## src/rtl/rr_grant_scheduler_4.sv

```systemverilog
`default_nettype none
// ============================================================================
//  Module   : rr_grant_scheduler_4
//  Purpose  : Round-robin scheduler that shares one 2-to-4 decoded resource
//             among four requesters. A winner keeps the grant while its
//             request stays high. When it releases, ownership rotates fairly
//             to the next requester with no idle cycle between owners.
//  Options  : RR_TIMEOUT_EN - when defined, an owner that has held the grant
//             for MAX_HOLD cycles is forced to rotate if another requester
//             is pending.
//  Revision : 1.0 - initial release
// ============================================================================
module rr_grant_scheduler_4 #(
  parameter int MAX_HOLD = 8,
  parameter int CNT_W    = 4
) (
  input  logic       clk,
  input  logic       reset,
  input  logic [3:0] req,
  output logic [1:0] sel,
  output logic [3:0] grant,
  output logic       busy
);

  // --------------------------------------------------------------------------
  // Configuration sanity: the hold counter must be able to reach MAX_HOLD-1.
  // --------------------------------------------------------------------------
  if ((MAX_HOLD < 1) || ((2 ** CNT_W) <= MAX_HOLD)) begin : g_cfg_invalid
    $error("rr_grant_scheduler_4: CNT_W too narrow for MAX_HOLD");
  end

  // --------------------------------------------------------------------------
  // State encoding
  // --------------------------------------------------------------------------
  typedef enum logic [0:0] {
    ST_IDLE  = 1'b0,
    ST_GRANT = 1'b1
  } state_t;

  state_t     r_state;
  state_t     w_state_nxt;

  logic [1:0] r_sel;
  logic [1:0] w_sel_nxt;
  logic [1:0] r_last;
  logic [1:0] w_last_nxt;
  logic [3:0] r_grant;
  logic [3:0] w_grant_nxt;
  logic       r_busy;
  logic       w_busy_nxt;

  // Request vector with the current owner removed; used for rotation.
  logic [3:0] w_others;
  // Owner still requesting.
  logic       w_owner_req;
  // Forced rotation due to hold timeout (always low without the option).
  logic       w_force_rotate;

  // {found, index} results of the two priority searches.
  logic [2:0] w_idle_pick;
  logic [2:0] w_rot_pick;

  // --------------------------------------------------------------------------
  // Rotating priority search: order is base+1, base+2, base+3, base.
  // Iterating from lowest priority to highest lets the highest-priority hit
  // overwrite any earlier one.
  // --------------------------------------------------------------------------
  function automatic logic [2:0] f_pick(input logic [3:0] r, input logic [1:0] base);
    logic [2:0] res;
    logic [1:0] idx;
    res = 3'b000;
    for (int k = 4; k >= 1; k--) begin
      idx = base + 2'(k);
      if (r[idx]) begin
        res = {1'b1, idx};
      end
    end
    return res;
  endfunction

  // Combinational helpers for the next-state logic.
  assign w_others    = req & ~(4'b0001 << r_sel);
  assign w_owner_req = req[r_sel];
  assign w_idle_pick = f_pick(req, r_last);
  // The owner is excluded; the search starts just after it, so after the
  // owner releases, the next requester in rotation order wins.
  assign w_rot_pick  = f_pick(w_others, r_sel);

`ifdef RR_TIMEOUT_EN
  // --------------------------------------------------------------------------
  // Hold counter: counts cycles the current owner has held the grant.
  // --------------------------------------------------------------------------
  localparam logic [CNT_W-1:0] C_HOLD_LAST = CNT_W'(MAX_HOLD - 1);

  logic [CNT_W-1:0] r_hold_cnt;
  logic [CNT_W-1:0] w_hold_cnt_nxt;
  logic             w_hold_expired;

  assign w_hold_expired = (r_hold_cnt == C_HOLD_LAST);
  // The owner's own request is ignored once its hold window expires and
  // somebody else is waiting.
  assign w_force_rotate = (r_state == ST_GRANT) && w_hold_expired && (w_others != 4'b0000);

  // Hold counter register.
  always_ff @(posedge clk or posedge reset) begin
    if (reset) begin
      r_hold_cnt <= '0;
    end else begin
      r_hold_cnt <= w_hold_cnt_nxt;
    end
  end
`else
  // Without the timeout option a grant is held until the owner releases.
  assign w_force_rotate = 1'b0;
`endif

  // --------------------------------------------------------------------------
  // State and output registers; reset clears the outputs immediately and
  // points last at requester 3 so requester 0 gets first priority.
  // --------------------------------------------------------------------------
  always_ff @(posedge clk or posedge reset) begin
    if (reset) begin
      r_state <= ST_IDLE;
      r_sel   <= 2'b00;
      r_last  <= 2'b11;
      r_grant <= 4'b0000;
      r_busy  <= 1'b0;
    end else begin
      r_state <= w_state_nxt;
      r_sel   <= w_sel_nxt;
      r_last  <= w_last_nxt;
      r_grant <= w_grant_nxt;
      r_busy  <= w_busy_nxt;
    end
  end

  // --------------------------------------------------------------------------
  // Next-state and next-output logic.
  // --------------------------------------------------------------------------
  always_comb begin
    w_state_nxt = r_state;
    w_sel_nxt   = r_sel;
    w_last_nxt  = r_last;
    w_grant_nxt = r_grant;
    w_busy_nxt  = r_busy;
`ifdef RR_TIMEOUT_EN
    w_hold_cnt_nxt = r_hold_cnt;
`endif

    case (r_state)
      ST_IDLE: begin
        if (w_idle_pick[2]) begin
          w_state_nxt = ST_GRANT;
          w_sel_nxt   = w_idle_pick[1:0];
          w_grant_nxt = 4'b0001 << w_idle_pick[1:0];
          w_busy_nxt  = 1'b1;
`ifdef RR_TIMEOUT_EN
          w_hold_cnt_nxt = '0;
`endif
        end
      end

      ST_GRANT: begin
        if (w_owner_req && !w_force_rotate) begin
          // Owner keeps the grant; outputs unchanged.
`ifdef RR_TIMEOUT_EN
          if (r_hold_cnt != C_HOLD_LAST) begin
            w_hold_cnt_nxt = r_hold_cnt + 1'b1;
          end
`endif
        end else if (w_rot_pick[2]) begin
          // Hand over directly to the next winner, no idle bubble.
          w_last_nxt  = r_sel;
          w_sel_nxt   = w_rot_pick[1:0];
          w_grant_nxt = 4'b0001 << w_rot_pick[1:0];
          w_busy_nxt  = 1'b1;
`ifdef RR_TIMEOUT_EN
          w_hold_cnt_nxt = '0;
`endif
        end else begin
          // Nobody requesting: release; sel keeps the previous owner.
          w_state_nxt = ST_IDLE;
          w_last_nxt  = r_sel;
          w_grant_nxt = 4'b0000;
          w_busy_nxt  = 1'b0;
`ifdef RR_TIMEOUT_EN
          w_hold_cnt_nxt = '0;
`endif
        end
      end

      default: begin
        w_state_nxt = ST_IDLE;
        w_grant_nxt = 4'b0000;
        w_busy_nxt  = 1'b0;
      end
    endcase
  end

  assign sel   = r_sel;
  assign grant = r_grant;
  assign busy  = r_busy;

endmodule
`default_nettype wire

```

## config.mk

```make
export PLATFORM = sky130hd
export DESIGN_NAME = rr_grant_scheduler_4
export DESIGN_NICKNAME = d
export VERILOG_FILES = /design/src/rtl/rr_grant_scheduler_4.sv
export SDC_FILE = /design/constraint.sdc
export NUM_CORES = 1
export LEC_CHECK = 0
export ABC_CLOCK_PERIOD_IN_PS = 3000
export BUFFER_PORTS_ARGS = -buffer_cell sky130_fd_sc_hd__buf_2
export CORE_MARGIN = 2
export CORE_UTILIZATION = 50
export DETAILED_ROUTE_END_ITERATION = 10
export PLACE_DENSITY = 0.72
export SLEW_MARGIN = 20
export SYNTH_ARGS = -nofsm -noshare
export SYNTH_HDL_FRONTEND = slang
export SYNTH_SLANG_ARGS = --single-unit
```

## constraint.sdc

```tcl
create_clock -name clk -period 3 [get_ports clk]
set_input_delay 0.9 -clock clk [delete_from_list [all_inputs] [get_ports clk]]
set_output_delay 0.9 -clock clk [all_outputs]
set_load 0.01 [all_outputs]
```

==> qor.yml <==
synth_simple_gate_area_frac: 0.217
r2r_slack_ns: 0.53
hpwl_um: 1280
synth_area_sq_um: 761
hold_path.class: "reg2reg"
synthesis.nets: 88
rsz0062_at_grt: "no"
period_needed_ns: 2.47
cts_resized: 0
coreArea_sq_mm: 0.00147
cts_sinks: 10
criticalPathCategory: "reg2reg"
synth_top_family_by_area: "compound AO/OA/AOI/OAI gates"
die_width_um: 43.0
area_delta_synth_final_pct: 14.0
syn_area_per_cell_sq_um: 9.75
ioPinCount: 13
synth_compound_gate_area_share: 0.253
via_per_inst: 6.15
fill_cells: 135
wl_um: 1660
final_cells: 110
totalPowerFinal_mw: 0.947
dp_cells: 106
grt_pass1_vias: 570
htreeDepth: 1
start_kind: "register"
wl_per_cell_um: 15.1
tritoncts: "built"
drt-initial-drc-count: 33
leakage_nw: 0.402
grt_start_max_net_pins: 12
cts_buffers: 3
slew_headroom: 0.567
finalSetupTns_ns: 0
ant_nets: 0
ys_types: 39
crit_path_max_incr_delay_ns: 0.55
fin_skew_ns: 0.000265
fin_nets: 105
root_buffer: "clkbuf_4"
path_clk_slew_ns: 0.06
finalMaxSlewViolations: 0
dieArea_sq_mm: 0.00185
dieHeight_um: 43.0
placed_cell_area_sq_um: 841
arrival_ns: 2.62
synth_warnings: 0
numPortBuffers: 12
drv_cap: 0
synth_edf_count: 0
powerDensity_mw_per_mm2: 1090
ir_drop_mv: 0.661
rows: 14
outcome: "completed"
clkLatencyLatePin_ns: 0.26
synth_mux_area_frac: 0.0970
antenna_found_initial: 0
cp_cell_sequence: "inv_2, ha_1, or4bb_1, nand4_2, mux2_4, a221o_1"
crit_slowest_cell: "or4bb_1"
finalInstanceArea_sq_um: 867
synthFlopType: "dfrtp_1"
hold_violations: 0
fmax_mhz: 404
max_slew.worst_pin.slew_ns: 0.645
drive_gt1_frac: 0.266
dr_total_vias: 677
diodes: 0
async_reset_ff_frac: 1.00
ys_ff_latch: 10
grt_usage: 0.202
gp_congestion: 0.902
crit_path_max_fanout: 11
critPathCaptureType: "register"
synth-xor-area-share: 0
cts.hold.buffers_added: 0
synthAdderAreaFrac: 0.0658
crit_required_ns: 3.14
ys_seq_area_frac: 0.332
gr-total-overflow: 0
dr.pass1.iters: 4
post-route-period-util: 0.824
drc: 0
grt_pass1_wl_um: 2740
postCtsSetupRepairBufs: 0
syn_inst: 78
initial_utilization: 0.517
clockBufferDepth: 2
final-setup-viol-count: 0
-- critical path: cells and delay by family, from the launching register on --
kind	cells	cell delay (ns)
and+or+nand+nor	2	0.69
DFF	1	0.53
adders and majority gates	1	0.37
muxes	1	0.31
AOI/OAI and AO/OA	1	0.31
buffers and inverters	1	0.13
-- layout make-up --
cell class	instances	area, sq um	share of cell area
well taps	16	20.0	0.0231
flip-flops and latches	10	253	0.291
repair buffers	12	60.1	0.0693
inverters	7	26.3	0.0303
clock buffers	4	26.3	0.0303
multi-input cells	61	482	0.556
-- registers in the layout, indices dropped and copies added (netlist names) --
| name | flops |
|---|---|
| sel | 2 |
| busy | 1 |
| r_state | 1 |
| r_last | 2 |
| grant | 4 |
-- kinds of logic (layout without fill, tap and decap cells) --
logic type      count (synthesis)  after routing
fa+ha+maj                       4              4
compound gates                 28             28
mux                             4              4
simple gates                   25             25
flops                          10             10
buf+inv                         7             23
-- where the power goes --
group | total [mW] | internal (mW) | leakage (nW) | switching (mW)
sequential | 0.273 | 0.205 | 0.117 | 0.0680
clock | 0.0928 | 0.0512 | 0.0150 | 0.0415
combinational | 0.581 | 0.277 | 0.270 | 0.304
-- metrics by stage --
stage	utilization	hold slack [ns]	setup WS (ns)
global placement	0.571	0.460	0.425
detailed placement	0.571	0.465	0.397
floorplan	-	0.462	0.610
CTS	0.589	0.481	0.540
global route	0.589	0.503	0.413
finish	0.589	0.479	0.528
-- cells in the mapped netlist (2+ instances only) --
library cell,count,area [sq um]
nand2_1,3,11.3
nand3_1,2,10.0
inv_1,6,22.5
nand2b_1,3,18.8
nor2_1,4,15.0
and2b_1,2,15.0
a21o_1,2,15.0
dfstp_2,2,52.6
a221o_1,2,20.0
dfrtp_1,8,200
a21oi_1,3,15.0
o211ai_1,3,22.5
ha_1,4,50.1
and2b_4,2,20.0
a22oi_1,2,15.0
o21ai_0,7,35.0
-- cell usage in the layout, fill, tap and decap left out, drive strengths merged, types with 2 or more instances in the layout --
cell and n:
buf 12, dfrtp 8, o21ai 8, inv 7, nor2 4, ha 4
clkbuf 4, and2b 4, nand2b 3, nand2 3, o211ai 3, a21oi 3
a22oi 2, nand3 2, a21o 2, a221o 2, dfstp 2, mux4 2
nor2b 2
-- routing by layer --
layer | wire, um | global-route usage
met5 | 0 | 0
met4 | 0 | 0.0182
met3 | 99 | 0.0809
met2 | 779 | 0.321
met1 | 778 | 0.272
-- worst paths after layout --
check                                    from               endpoint  depth (start not counted)
setup reg to reg           sel[0]$_DFFE_PP0P_   grant[2]$_DFFE_PP0P_                          6
hold / removal               busy$_DFFE_PP0P_       busy$_DFFE_PP0P_                          1
setup / recovery           sel[0]$_DFFE_PP0P_   grant[2]$_DFFE_PP0P_                          6
min in group asynchronous               reset      r_state$_DFF_PP0_                          2
hold reg to reg              busy$_DFFE_PP0P_       busy$_DFFE_PP0P_                          1
max in group asynchronous               reset  r_last[1]$_DFFE_PP1P_                          2
(Power assumes the default switching activity.)
